### src/rtl/xor_fold_accum.sv
// xor_fold_accum: NCH independent channels. Each IN_W-bit beat is XOR-folded
// to OUT_W bits and XOR-accumulated over a frame of up to BEATS beats into a
// per-channel signature. The input and output sides both use a valid/ready
// handshake. A frame closes on in_last, or it auto-closes at BEATS beats.
// Optional build macro XFOLD_ROTATE_EN: the accumulator is rotated left by one
// bit before each XOR, which makes the signature depend on beat order.
module xor_fold_accum #(
  parameter int IN_W  = 64,
  parameter int OUT_W = 32,
  parameter int NCH   = 2,
  parameter int BEATS = 4
) (
  input  logic                         clk,
  input  logic                         rst_n,
  input  logic                         clear,
  input  logic [NCH*IN_W-1:0]          in_data,
  input  logic                         in_valid,
  input  logic                         in_last,
  output logic                         in_ready,
  output logic [NCH*OUT_W-1:0]         out_data,
  output logic [$clog2(BEATS+1)-1:0]   out_beats,
  output logic                         out_valid,
  input  logic                         out_ready
);

  localparam int CW    = $clog2(BEATS+1);
  localparam int FOLDS = IN_W / OUT_W;

  typedef enum logic {
    ST_IDLE  = 1'b0,
    ST_ACCUM = 1'b1
  } state_t;

  typedef logic [NCH-1:0][OUT_W-1:0] sig_t;

`ifdef XFOLD_ROTATE_EN
  // Rotate left by one bit. For OUT_W = 1 the shift terms reduce to identity.
  function automatic logic [OUT_W-1:0] rotl1(input logic [OUT_W-1:0] v);
    return (v << 1) | (v >> (OUT_W-1));
  endfunction
`endif

  // Frame state
  state_t          r_state;
  logic [CW-1:0]   r_cnt;
  sig_t            r_acc;

  // Output register
  sig_t            r_out_data;
  logic [CW-1:0]   r_out_beats;
  logic            r_out_valid;

  // Combinational datapath and next-state signals
  sig_t            w_fold;
  sig_t            w_acc_next;
  logic [CW-1:0]   w_cnt_next;
  logic            w_in_ready;
  logic            w_accept;
  logic            w_close;
  state_t          w_state_d;
  logic [CW-1:0]   w_cnt_d;
  sig_t            w_acc_d;

  // Input is only blocked when a result is pending and the sink is not taking it.
  assign w_in_ready = ~r_out_valid | out_ready;
  assign w_accept   = in_valid & w_in_ready;
  assign w_cnt_next = r_cnt + CW'(1);
  // A clear in the same cycle swallows the beat, so it can never close a frame.
  assign w_close    = w_accept & ~clear &
                      (in_last | (w_cnt_next == CW'(BEATS)));

  // Fold each channel's input word into OUT_W bits and form the accumulator update.
  always_comb begin
    // NOTE: every variable written here gets a default first, so no path can leave one unassigned and infer a latch.
    w_fold     = '0;
    w_acc_next = '0;
    for (int c = 0; c < NCH; c++) begin
      for (int k = 0; k < FOLDS; k++) begin
        w_fold[c] = w_fold[c] ^ in_data[c*IN_W + k*OUT_W +: OUT_W];
      end
`ifdef XFOLD_ROTATE_EN
      w_acc_next[c] = rotl1(r_acc[c]) ^ w_fold[c];
`else
      w_acc_next[c] = r_acc[c] ^ w_fold[c];
`endif
    end
  end

  // Next-state logic for the frame FSM, the beat counter and the accumulators.
  always_comb begin
    w_state_d = r_state;
    w_cnt_d   = r_cnt;
    w_acc_d   = r_acc;
    if (clear) begin
      w_state_d = ST_IDLE;
      w_cnt_d   = '0;
      w_acc_d   = '0;
    end else if (w_accept) begin
      if (w_close) begin
        w_state_d = ST_IDLE;
        w_cnt_d   = '0;
        w_acc_d   = '0;
      end else begin
        w_state_d = ST_ACCUM;
        w_cnt_d   = w_cnt_next;
        w_acc_d   = w_acc_next;
      end
    end
  end

  // Frame state register.
  always_ff @(posedge clk) begin
    // NOTE: sequential state uses non-blocking assignments so every register samples pre-edge values.
    if (!rst_n) begin
      r_state <= ST_IDLE;
      r_cnt   <= '0;
      r_acc   <= '0;
    end else begin
      r_state <= w_state_d;
      r_cnt   <= w_cnt_d;
      r_acc   <= w_acc_d;
    end
  end

  // Output register: load on close, drop valid on a plain handshake.
  always_ff @(posedge clk) begin
    // NOTE: the result data is reset too, because zero data after reset is visible on the ports.
    if (!rst_n) begin
      r_out_data  <= '0;
      r_out_beats <= '0;
      r_out_valid <= 1'b0;
    end else if (w_close) begin
      // A close can only happen while in_ready is high, so a held result is never overwritten.
      r_out_data  <= w_acc_next;
      r_out_beats <= w_cnt_next;
      r_out_valid <= 1'b1;
    end else if (r_out_valid && out_ready) begin
      r_out_valid <= 1'b0;
    end
  end

  assign in_ready  = w_in_ready;
  assign out_data  = r_out_data;
  assign out_beats = r_out_beats;
  assign out_valid = r_out_valid;

endmodule

### config.mk
export PLATFORM = sky130hd
export DESIGN_NAME = xor_fold_accum
export DESIGN_NICKNAME = d
export VERILOG_FILES = /design/src/rtl/xor_fold_accum.sv
export SDC_FILE = /design/constraint.sdc
export NUM_CORES = 1
export LEC_CHECK = 0
export ABC_AREA = 1
export CORE_ASPECT_RATIO = 1.25
export CORE_MARGIN = 8
export CORE_UTILIZATION = 48
export DETAILED_ROUTE_END_ITERATION = 6
export MAX_ROUTING_LAYER = met4
export PLACE_DENSITY = 0.81
export SLEW_MARGIN = 0
export SYNTH_ARGS = -nofsm -noshare
export SYNTH_HDL_FRONTEND = slang
export SYNTH_SLANG_ARGS = --single-unit
### constraint.sdc
create_clock -name clk -period 2.2 [get_ports clk]
set_clock_uncertainty 0.05 [all_clocks]
set_input_delay 0.22 -clock clk [delete_from_list [all_inputs] [get_ports clk]]
set_output_delay 0.22 -clock clk [all_outputs]
set_load 0.02 [all_outputs]
==> impl_metrics.toml <==
[status]
status = "finished clean"

[synth]
yosysMostFrequentCell = "nand2_1"
synth_nets = 1309
synth-edff-count = 0
synth_top_cell_area_share_pct = 38.68
async_flop_share_pct = 0
yosysSeqAreaShare_pct = 38.68
synthTopCellsByArea = "dfxtp_1 (39%), nand2_1 (24%), inv_1 (11%), nor2_1 (7.3%), a21oi_1 (4.9%)"
yosys-top-cells-count = "nand2_1 (454), inv_1 (197), nor2_1 (136), dfxtp_1 (135), a21oi_1 (68)"
synth_area_leader_cell = "dfxtp_1"
netlist_instances = 1173
avgSynthCellArea_sq_um = 5.957
synth-seq-cells = 135
ys_types = 20
synth-main-ff-cell = "dfxtp_1"
ys_warn_count = 0
syn_area_sq_um = 6988

[cts]
numClockSinks = 135
cts_setup_buffers = 0
cts_tree = "yes"
clockBufferDepth = 2
clkTransAtPathRegs_ns = 0.06
clk_latency_ns = 0.41
cts_hold_buf = 0
cts_buffers = 17
cts_resized = 0
clockRootBuffer = "clkbuf_16"
htreeDepth = 4

[setup_path]
end_kind = "output pin"
cp_slowest_stage_delay_ns = 0.62
arrival_ns = 1.49
r2r-start = "r_cnt[0]$_SDFFE_PP0P_"
worstPathMaxFanout = 4
rrSetupSlack_ns = 0.45
start_kind = "register"
crit_chain = "nand2_4, clkdlybuf4s50_1"
critPathKind = "reg2out"
crit_slowest_cell = "clkdlybuf4s50_1"
startpoint = "out_valid$_SDFFE_PN0P_"
crit_required_ns = 1.93

[finish]
finalNetCount = 1499
n_antenna_cell = 0
area_growth_pct = 40.36
finalCoreUtilization_pct = 68.37
layout-drive-gt1-share_pct = 3.566
fill_cells = 1284

[sta]
max_freq_ghz = 0.5689
finalSetupViolCount = 0
slew_headroom_pct = 59.30
tns_ns = 0
min_period_over_period_pct = 79.90
drv_slew = 0
worst_pin_slew_ns = 0.6105
fin_ws_ns = 0.4422
rsz0062_at_grt = "false"
min_period_ns = 1.758
finalHoldViolations = 0

[drt]
ant_nets = 0
top_layer_used = "met4"
vias = 7361
routed_wl_mm = 19.06
remaining_drc_errors = 0
drt_first_pass_iters = 5
via_per_inst = 4.743
avgRoutedWirePerCell_microns = 12.28
wl_met1_mm = 8.026
wl_met2_mm = 9.429
drt_iter0_drc = 362
wl_met3_mm = 1.268

[pwr]
power.switching_w = 0.001713
pwr-share-clk_pct = 45.1
combPwrFrac_pct = 16.7
power_switching_share_pct = 25.01
pwr-share-seq_pct = 38.3
p_int_w = 0.005135
p_per_area_nw_per_um2 = 698.1
vdd_drop_max_v = 0.0003919
p_leak_nw = 4.737

[hold_path]
hold_class = "in2reg"
hp-start = "rst_n"

[grt]
grt_pass1_wl_mm = 30.59
antenna_found_initial = 0
groute.usage.overall_pct = 20.78
grt_start_max_net_pins = 51
grt_pass1_vias = 6883
overflow = 0

[die]
die_h_microns = 150.9
io_pins = 203
start_util_pct = 48.71
dieArea_sq_um = 18700
coreArea_sq_um = 14350
rows = 49
fp.dieW_microns = 123.9

[place]
place_ws_ns = 0.3671
place.port_buffers = 202
dpl.hpwl_mm = 13.56
gp_congestion = 0.8211

[flow_run]
drv_cap = 0
power groups by stage:
stage	Sequential (W)	Combinational [W]	Clock (W)
after floorplan	0.00274	0.000539	0
after global placement	0.00267	0.00112	0
after detailed placement	0.00267	0.00114	0
after CTS	0.00262	0.00115	0.00312
after global routing	0.00263	0.00127	0.00325
final	0.00262	0.00114	0.00309
kinds of logic (layout without fill, tap and decap cells):
logic type / count (synthesis) / in the layout / synth area share, %
simple gates: 660 / 660 / 37.22
buf+inv: 240 / 441 / 13.97
compound gates: 136 / 136 / 9.776
flops: 135 / 135 / 38.67
fa+ha+maj: 2 / 2 / 0.3580
worst max-delay path, delay by kind of cell, from the launching register on:
| family | cells | cell delay (ns) |
|---|---|---|
| buffers and inverters | 1 | 0.62 |
| DFF | 1 | 0.34 |
| and+or+nand+nor | 1 | 0.12 |
layout make-up:
cell class / instances / area (sq um) / area share, %
multi-input combinational: 798 / 3309 / 33.74
sequential: 135 / 2703 / 27.55
timing repair buffer: 213 / 2187 / 22.30
inverter: 198 / 743.2 / 7.577
clock buffer: 19 / 442.9 / 4.516
tap: 178 / 222.7 / 2.271
clock inverter: 11 / 200.2 / 2.041
cell usage in the layout (no fill, tap or decap), drive strengths merged:
master,n
bufinv,5
o21ai,67
o21bai,1
clkdlybuf4s50,201
nand2,456
dfxtp,135
buf,12
inv,198
clkbuf,19
a21oi,68
ha,2
nand3,65
clkinv,4
clkinvlp,2
nor2,139
state kept, by name, indices dropped and copies added, names as in the netlist:
register	count
out_data	64
out_valid	1
out_beats	3
r_cnt	3
r_acc	64
through the flow:
step	total power [W]	hold slack (ns)	instances	cell area, sq um
6_report	0.006848	0.1749	1552	9808
5_1_grt	0.007154	0.1819	1552	9808
3_5_place_dp	0.003813	0.4057	1522	9165
3_3_place_gp	0.003790	0.4039	1522	9165
2_1_floorplan	0.003278	0.3215	1173	6988
4_1_cts	0.006892	0.1611	1552	9808
final timing paths:
| kind | end | depth (start not counted) |
|---|---|---|
| setup / recovery | in_ready | 2 |
| hold / removal | out_data[41]$_SDFFE_PN0P_ | 3 |
| setup reg to reg | out_beats[0]$_SDFFE_PN0P_ | 8 |
| hold reg to reg | r_cnt[2]$_SDFFE_PP0P_ | 2 |
routing by layer:
metal | global-route usage [%] | vias up
met5 | - | -
met4 | 7.275 | 0
met3 | 5.446 | 25
met2 | 36.00 | 181
met1 | 22.42 | 3241
li1 | - | 3914
Note: power is estimated with default switching activity, not from simulation.
